**src/rtl/wash_tank_timer.sv**
```systemverilog
// Washer tank model: tracks water level, wash/spin timers and a fill watchdog,
// and reports the current phase and a sticky fault to the washer controller.
module wash_tank_timer #(
  parameter int unsigned FULL_LEVEL   = 8,
  parameter int unsigned CYCLE_TICKS  = 16,
  parameter int unsigned SPIN_TICKS   = 12,
  parameter int unsigned FILL_TIMEOUT = 32,
  parameter int unsigned LEVEL_W      = 4,
  parameter int unsigned TMR_W        = 8
) (
  input  logic               clk,
  input  logic               rst,
  input  logic               fillvalve_on,
  input  logic               drainvalve_on,
  input  logic               motor_on,
  input  logic               spin_on,
  input  logic               supply_ok,
  output logic               filled,
  output logic               drained,
  output logic               cycletime_out,
  output logic               spintime_out,
  output logic [LEVEL_W-1:0] level,
  output logic [2:0]         phase,
  output logic               fault
);

  localparam logic [LEVEL_W-1:0] FULL_L   = LEVEL_W'(FULL_LEVEL);
  localparam logic [TMR_W-1:0]   CYC_MAX  = TMR_W'(CYCLE_TICKS);
  localparam logic [TMR_W-1:0]   SPIN_MAX = TMR_W'(SPIN_TICKS);
  localparam logic [TMR_W-1:0]   WDOG_MAX = TMR_W'(FILL_TIMEOUT);

  typedef enum logic [2:0] {
    IDLE  = 3'd0,
    FILL  = 3'd1,
    WASH  = 3'd2,
    DRAIN = 3'd3,
    SPIN  = 3'd4,
    FAULT = 3'd7
  } state_t;

  state_t           state;
  logic [TMR_W-1:0] wdog;
  logic [TMR_W-1:0] cyc_cnt;
  logic [TMR_W-1:0] spin_cnt;

  logic             lvl_inc;
  logic             lvl_dec;
  logic [TMR_W-1:0] wdog_nxt;
  logic             fault_cond;

  // Level movement, watchdog look-ahead and fault detection for this edge
  always_comb begin
    lvl_inc    = 1'b0;
    lvl_dec    = 1'b0;
    wdog_nxt   = '0;
    fault_cond = 1'b0;
    lvl_inc    = fillvalve_on && !drainvalve_on && supply_ok && (level < FULL_L);
    lvl_dec    = drainvalve_on && !fillvalve_on && (level != '0);
    if (fillvalve_on && !lvl_inc) begin
      wdog_nxt = wdog + TMR_W'(1);
    end
    // Fault fires on the edge the watchdog would reach its limit
    fault_cond = (fillvalve_on && drainvalve_on) || (wdog_nxt >= WDOG_MAX);
  end

  always_ff @(posedge clk) begin
    if (rst) begin
      state    <= IDLE;
      level    <= '0;
      wdog     <= '0;
      cyc_cnt  <= '0;
      spin_cnt <= '0;
    end else if (state != FAULT) begin
      if (lvl_inc) begin
        level <= level + LEVEL_W'(1);
      end else if (lvl_dec) begin
        level <= level - LEVEL_W'(1);
      end

      wdog <= wdog_nxt;

      if (!motor_on) begin
        cyc_cnt <= '0;
      end else if (cyc_cnt < CYC_MAX) begin
        cyc_cnt <= cyc_cnt + TMR_W'(1);
      end

      if (!spin_on) begin
        spin_cnt <= '0;
      end else if (spin_cnt < SPIN_MAX) begin
        spin_cnt <= spin_cnt + TMR_W'(1);
      end

      if (fault_cond) begin
        state <= FAULT;
      end else if (fillvalve_on) begin
        state <= FILL;
      end else if (spin_on) begin
        state <= SPIN;
      end else if (drainvalve_on) begin
        state <= DRAIN;
      end else if (motor_on) begin
        state <= WASH;
      end else begin
        state <= IDLE;
      end
    end
  end

  // Status flags decode registered state only
  assign filled        = (level == FULL_L);
  assign drained       = (level == '0);
  assign cycletime_out = (state != FAULT) && (cyc_cnt == CYC_MAX);
  assign spintime_out  = (state != FAULT) && (spin_cnt == SPIN_MAX);
  assign fault         = (state == FAULT);
  assign phase         = state;

endmodule

```
**config.mk**
```make
export PLATFORM = sky130hd
export DESIGN_NAME = wash_tank_timer
export DESIGN_NICKNAME = d
export VERILOG_FILES = /design/src/rtl/wash_tank_timer.sv
export SDC_FILE = /design/constraint.sdc
export NUM_CORES = 1
export LEC_CHECK = 0
export CELL_PAD_IN_SITES_DETAIL_PLACEMENT = 0
export CELL_PAD_IN_SITES_GLOBAL_PLACEMENT = 1
export CORE_UTILIZATION = 45
export CTS_BUF_LIST = sky130_fd_sc_hd__clkbuf_2
export CTS_CLUSTER_DIAMETER = 120
export DETAILED_ROUTE_END_ITERATION = 6
export GPL_ROUTABILITY_DRIVEN = 0
export PLACE_DENSITY = 0.86
export SYNTH_ARGS = -nofsm -noshare
export SYNTH_HDL_FRONTEND = slang
export SYNTH_SLANG_ARGS = --single-unit
```
**constraint.sdc**
```tcl
create_clock -name clk -period 4.6 [get_ports clk]
set_input_delay 0.46 -clock clk [delete_from_list [all_inputs] [get_ports clk]]
set_output_delay 0.46 -clock clk [all_outputs]
set_load 0.03 [all_outputs]
```
After elaboration in Yosys (flattened, before gate mapping)
Cells that the tools add are included.
Cells by class
  $add $sub $neg: 5
  $lt $le $gt $ge: 4
  equality and inequality tests: 7
  muxes and demuxes: 12
  reduce and logical (&&, ||, !) cells: 19
Operators with widths (count)
  $mux 8: 5
  $add 8x1->8 const B: 3
  $logic_and 1x1->1: 9
  $mux 3: 3
  $eq 8x4->1 const B: 1
  $eq 8x5->1 const B: 1
  $ge 8x6->1 const B: 1
  $lt 8x4->1 const B: 1
  $lt 8x5->1 const B: 1
  $mux 4: 2
  $reduce_and 2->1: 3
  $add 4x1->4 const B: 1
  $eq 4x4->1 const B: 1
  $logic_not 4->1: 1
  $lt 4x4->1 const B: 1
  $mux 2: 2
  $ne 2x1->1 const B: 2
  $reduce_bool 4->1: 1
  $sub 4x1->4 const B: 1
  $eq 3x3->1 const B: 1
  $logic_not 1->1: 3
  $ne 3x3->1 const B: 1
  $reduce_bool 2->1: 1
  $logic_or 1x1->1: 1
Storage, ports and cells
  flip-flop bits (word level): 31
  input port bits: 7
  output and inout bits: 12
  word-level logic and storage cells: 52

Logic depth before layout (Yosys ltp)
  depth after elaboration: 10
  mapped depth: 7

Least setup slack after synthesis
Ideal clock, no wire load.
  path kind: reg-to-reg
  start point: register level[0]
  end point: register level[1]
  data arrival time: 2.183 ns
  data required time: 4.472 ns
  path slack: 2.290 ns
  cell stages (with the launch flop): 6
  period minus slack after synthesis: 2.310 ns
  cell sequence: dfxtp_1 -> nor4_1 -> o31ai_1 -> nand2_1 -> mux2i_1 -> nor2_1
On the way
  longest elaborated chain between the ends: 4
  elaborated cells on any way between the ends: 10
  classes of those cells: add/sub (2); order compare (1); mux (2); reduce/logical (5)
Ends and longest elaborated chain
  from (decl): line 22  | output logic [LEVEL_W-1:0] level,
  from (signal assigned): line 75  | level <= level + LEVEL_W'(1);
  from (signal assigned): line 77  | level <= level - LEVEL_W'(1);
  $lt 4x4->1 or $reduce_bool 4->1 (tied branches): line 57, 58
  $logic_and 1x1->1, on equally long branches: line 57, 58
  $reduce_bool 2->1 (no source line)
  $reduce_and 2->1 (no source line)
Several ways; a longest one is shown, not always the timed one. The select of a mux whose other input is x is not followed.
A chain may end at the register's enable or synchronous reset.

Worst setup path in the final report
  start point: register state[1] (netlist: phase[1])
  end point: output port spintime_out
On the way
  longest elaborated chain between the ends: 2
Ends and longest elaborated chain
  from (decl): line 41  | state_t state;
  from (signal assigned): line 68  | state <= IDLE;
  from (signal assigned): line 95  | state <= FAULT;
  from (signal assigned): line 97  | state <= FILL;
  $ne 3x3->1: line 114  | assign spintime_out = (state != FAULT) && (spin_cnt == SPIN_MAX);
  $logic_and 1x1->1: line 114
  to (decl): line 21  | output logic spintime_out,
Every way passes these cells.

==> summary.txt <==
======================================================================================
Setup TNS                                                                         0 ns
Area leader, netlist                                                      sky130_fd_sc_hd__dfxtp_1
Clock root buffer                                                         sky130_fd_sc_hd__clkbuf_2
Chip height                                                               60.0 microns
Power, Total                                                                0.000575 W
Initial detailed-routing violation count                                            73
Gates resized, CTS repair                                                            0
Maximum frequency from static timing analysis                                  345 MHz
Sequential cell area                                                         621 sq um
Data arrival at the endpoint of the critical path                              2.44 ns
Number of buffers inserted by post-CTS setup repair                                  0
Post-synth top area share                                                        0.411
Worst path required time                                                       4.14 ns
Via count of the first global-routing pass                                       1,224
Minimum clock period                                                           2.90 ns
Clock H-tree levels                                                                  2
CTS Buffer Depth                                                                     2
Row cnt                                                                             20
Slew at the pin closest to its max-slew limit                                 0.753 ns
Clock slew at the register clock pins of the worst setup and hold paths        0.15 ns
First drt pass iteration count                                                       4
Commonest register cell after synthesis                                   sky130_fd_sc_hd__dfxtp_1
Maximum clock skew at final layout                                           0.0117 ns
Endpoint class of the critical path                                        output port
Worst VDD drop                                                                0.181 mV
Type of origin of the critical path                                               flop
Number of vias per cell                                                           5.14
Average wire per standard cell                                            11.9 microns
GR Util All Layers                                                               0.199
Post-Syn Area per Cell                                                      8.59 sq um
Number of standard cells after synthesis                                           176
Num ports                                                                           19
Initial Utilization                                                              0.483
Number of distinct library cells after synthesis                                    42
Aggregate global routing overflow                                                    0
Maximum net fanout on the critical path                                             21
Post-synth EDFFs                                                                     0
Aggregate routed wire length                                                   2.86 mm
Overall die width                                                         60.0 microns
Synthesized net count                                                              191
Total power per unit cell area                                             326 nW/um^2
Buffers added on ports                                                              18
Area of the die                                                             3590 sq um
ANT nets after route                                                                 0
Total number of vias                                                             1,238
Number of flip-flops and latches in the synthesized netlist                         31
Post-synth ARST share                                                                0
Fraction of final layout cells with drive strength greater than 1               0.0711
Clock Sinks                                                                         31
Most used standard cells in the synthesized netlist                       sky130_fd_sc_hd__dfxtp_1, sky130_fd_sc_hd__nor2_1, sky130_fd_sc_hd__nand2_1
Core area                                                                   3130 sq um
Clock latency on the worst-skew pair                                           0.35 ns
Share of the cycle needed by the critical path after routing                     0.631
Hold buffers post-CTS                                                                0
Final Slew Violations                                                                0
Final hold violations                                                                0
Leading cell type by number of instances after synthesis                  sky130_fd_sc_hd__dfxtp_1
Critical path class                                                       flop to output port
Register-to-register setup slack                                               2.54 ns
Filler Cell Count                                                                  301
Inserted Clock Buffers                                                               5
Unrepaired setup endpoints after global routing                                  false
Pin count of the biggest net entering global routing                                22
Class of the tightest hold or removal check                               flop to flop
Dpl hpwl                                                                       2.12 mm
Max capacitance violation total                                                      0
Final setup fails                                                                    0
Result of the run                                                            completed
Global-route wire length before repair                                         5.31 mm
Number of DRC violations after detailed routing                                      0
Slew headroom                                                                    0.496
Area used by multi-input combinational logic                                 841 sq um
Standby leakage power                                                         0.685 nW
Initial antenna violation count                                                      0
Clock tree from TritonCTS                                                          yes
Synthesis warning total                                                              0
Diode insertion count for antenna repair                                             0
Area overhead of the layout relative to synthesis                                16.7%
Top post-synthesis cells by area                                          sky130_fd_sc_hd__dfxtp_1, sky130_fd_sc_hd__nor2_1, sky130_fd_sc_hd__ha_1
Sequential element share of the synthesized area                                 0.411
Nets@finish                                                                        213
Synth Cell Area                                                             1510 sq um
======================================================================================
## logic make-up after synthesis
group           synth area share
xor+xnor                  0.0803
compound gates             0.130
buf+inv                   0.0331
fa+ha+maj                 0.0712
simple gates               0.254
mux                       0.0207
flops                      0.411
## where the power goes
part	internal (W)	switching (W)
registers	0.000282	0.0000177
logic	0.0000706	0.0000860
clock network	0.0000344	0.0000841
total	0.000387	0.000188
## state kept, by name, indices dropped and copies added, names as in the netlist
name      cells
cyc_cnt       8
level         4
phase         3
spin_cnt      8
wdog          8
## cell type report
type,instances,share of cell area
inverter,10,0.0213
multi-input combinational,132,0.477
timing repair buffer,18,0.102
clock buffer,6,0.0170
sequential,31,0.352
tap,44,0.0312
## cells in the final DEF (no fill, tap or decap), types with 7 or more instances in the layout
cell type and n:
sky130_fd_sc_hd__a21oi_1 10, sky130_fd_sc_hd__nor2_1 27, sky130_fd_sc_hd__ha_1 7, sky130_fd_sc_hd__clkdlybuf4s50_1 18
sky130_fd_sc_hd__dfxtp_1 31, sky130_fd_sc_hd__nand2_1 14, sky130_fd_sc_hd__nor3_1 10, sky130_fd_sc_hd__xor2_1 8
sky130_fd_sc_hd__inv_1 9, sky130_fd_sc_hd__nand3_1 7
## routing by layer
layer | vias up | wire, microns | track usage
met5 | - | 0 | 0
met1 | 569 | 1450 | 0.252
li1 | 647 | - | -
met4 | 0 | 19 | 0.0698
met2 | 20 | 1300 | 0.314
met3 | 2 | 92 | 0.0671
## worst paths after layout
check | depth (start not counted) | to | startpoint
setup / recovery | 4 | spintime_out | phase[1]
hold / removal | 2 | cyc_cnt[7] | cyc_cnt[7]
setup reg to reg | 6 | spin_cnt[1] | phase[1]
hold reg to reg | 2 | cyc_cnt[7] | cyc_cnt[7]
## critical path, cell delays in order (launching register included)
cell,delay [ns]
sky130_fd_sc_hd__dfxtp_1,0.34
sky130_fd_sc_hd__nand3_1,0.57
sky130_fd_sc_hd__inv_2,0.25
sky130_fd_sc_hd__nor3_1,0.24
sky130_fd_sc_hd__clkdlybuf4s50_1,0.69
## stage by stage
| step | instance area [sq um] | setup slack (ns) | hold WS (ns) | cells | utilization |
|---|---|---|---|---|---|
| 2_1_floorplan | 1510 | 2.29 | 0.417 | 176 | - |
| 3_3_place_gp | 1730 | 2.09 | 0.430 | 235 | 0.554 |
| 3_5_place_dp | 1730 | 2.08 | 0.442 | 235 | 0.554 |
| 4_1_cts | 1760 | 1.64 | 0.462 | 241 | 0.564 |
| 5_1_grt | 1760 | 1.45 | 0.512 | 241 | 0.564 |
| 6_report | 1760 | 1.70 | 0.464 | 241 | 0.564 |
Power figures use the tool's default switching activity.
==> edit, RTL diff (config.mk and constraints unchanged) <==
Put a register stage on the output `fault`, cleared by the reset. The value now appears one clock later. The other outputs are not delayed to match.
--- a/src/rtl/wash_tank_timer.sv
+++ b/src/rtl/wash_tank_timer.sv
@@ -112,7 +112,13 @@
   assign drained       = (level == '0);
   assign cycletime_out = (state != FAULT) && (cyc_cnt == CYC_MAX);
   assign spintime_out  = (state != FAULT) && (spin_cnt == SPIN_MAX);
-  assign fault         = (state == FAULT);
+  always_ff @(posedge clk) begin
+    if (rst) begin
+      fault <= '0;
+    end else begin
+      fault <= (state == FAULT);
+    end
+  end
   assign phase         = state;
 
 endmodule
Function: changed (Yosys sat finds a counterexample within 4 cycles, from zero or initial values and one cycle with rst high).
==> edit against the original RTL <==
Routed wire length grew 22%; sequential cell count grew 1; worst setup slack gained 0.043 ns; synthesized area grew 8.0%; clock skew grew 0.010 ns; sequential power grew 2%; final area grew 8.0%; power grew 8.2%; critical path type unchanged; first-iteration DRC count shrank 5.5%.
==> edit: results (changes against the original RTL) <==
* Netlist cell types at 49 (+17%)
* Post-synth top cells: 32 x dfxtp_1, 16 x nor2_1, 12 x a21oi_1, 12 x nand2_1, 10 x inv_1
* Lkg Pwr at 0.000702 uW (+2.5%)
* Vias at 1400 (+13%)
* Outcome: finished clean
* Max Buffers Root-to-Sink at 2 (unchanged)
* Gr usage total at 0.206 (+0.00645)
* Clock latency on the worst-skew pair at 0.37 ns (+0.02 ns)
* Worst Path Arrival at 2.40 ns (-0.04 ns)
* Starting DRT DRC Count at 69 (-5.5%)
* Nets at 217 (+1.9%)
* Part of the Yosys area used for sequential elements at 0.392 (-0.0183)
* Largest regs: cyc_cnt: 8 flops, spin_cnt: 8 flops, wdog: 8 flops
* Crit path max fanout at 17 (-19%)
* Worst Max-Slew Pin Slew at 0.776 ns (+0.0230 ns)
* HPWL after DPL at 2.49 mm (+18%)
* Layout cells sized above 1 at 0.0887 (+0.0176)
* Syn Nets at 199 (+4.2%)
* First-pass GRT wire length at 6.35 mm (+20%)
* Clock skew at 0.0217 ns (+0.00996 ns)
* Max rail drop VDD at 192 uV (+6.3%)
* Total wire length at 3.50 mm (+22%)
* Synth area leaders: dfxtp_1 39%, ha_1 5.4%, a21oi_1 3.7%
* FILL cells at 332 (+10%)
* Reg clk slew, reported paths at 0.17 ns (+0.02 ns)
edit: cell types whose count changed after synthesis, moves of 3 or more:
cell      change
and3_1        +4
a211oi_1      +3
nor3_1        -7
nand4_1       +5
nor4_1        +3
xor2_1        -4
nor2_1       -11
a31oi_1       +5
and4_1        +3
edit: cells by family (layout without fill, tap and decap cells):
logic type,Yosys count,after routing,share of synthesized area
DFF,32,32,0.392
xor gates and xnor gates,6,6,0.0322
and+or+nand+nor,73,73,0.264
muxes,1,1,0.00613
adders and majority gates,8,8,0.0659
AOI/OAI and AO/OA,47,47,0.198
buffers and inverters,17,36,0.0414
edit: worst max-delay path: stages (launching register included):
cell and delay, ns:
dfxtp_1 0.38, nand3_1 0.49, and2_1 0.37, and4_1 0.20
clkdlybuf4s50_1 0.58
edit: per-layer routing:
metal | vias up | part of all wire | global-route usage
met5 | - | 0 | 0
met3 | 5 | 0.047 | 0.0607
met2 | 27 | 0.46 | 0.334
li1 | 711 | - | -
met1 | 657 | 0.48 | 0.259
met4 | 0 | 0.014 | 0.0698
edit: path summary, 6_finish.rpt:
check                start            to  slack [ns]  depth (start not counted)
hold / removal     wdog[1]       wdog[1]        0.49                          2
setup / recovery  phase[1]  spintime_out        1.74                          4
hold reg to reg    wdog[1]       wdog[1]        0.49                          2
setup reg to reg  level[3]      level[3]        2.49                          7
edit: cell type report:
class | count | area (um2) | share of cell area
clock inverters | 2 | 35.0 | 0.0184
inverters | 10 | 37.5 | 0.0197
clock buffers | 6 | 30.0 | 0.0158
repair buffers | 18 | 180 | 0.0946
well taps | 46 | 57.6 | 0.0302
flip-flops and latches | 32 | 641 | 0.336
multi-input cells | 135 | 925 | 0.485
edit: power by group:
group | leakage (uW) | internal, uW | switching, uW
sequential | 0.000260 | 288 | 17.2
combinational | 0.000399 | 60.0 | 68.3
clock | 0.0000430 | 93.6 | 95.4
total | 0.000702 | 441 | 181
edit: stage by stage:
stage	hold WS, ns	instances	instance area [um2]	setup slack (ns)
after floorplan	0.441	184	1630	2.19
after global placement	0.462	241	1840	1.98
after detailed placement	0.466	241	1840	1.86
after CTS	0.491	249	1910	1.72
after global routing	0.518	249	1910	1.56
final	0.492	249	1910	1.74
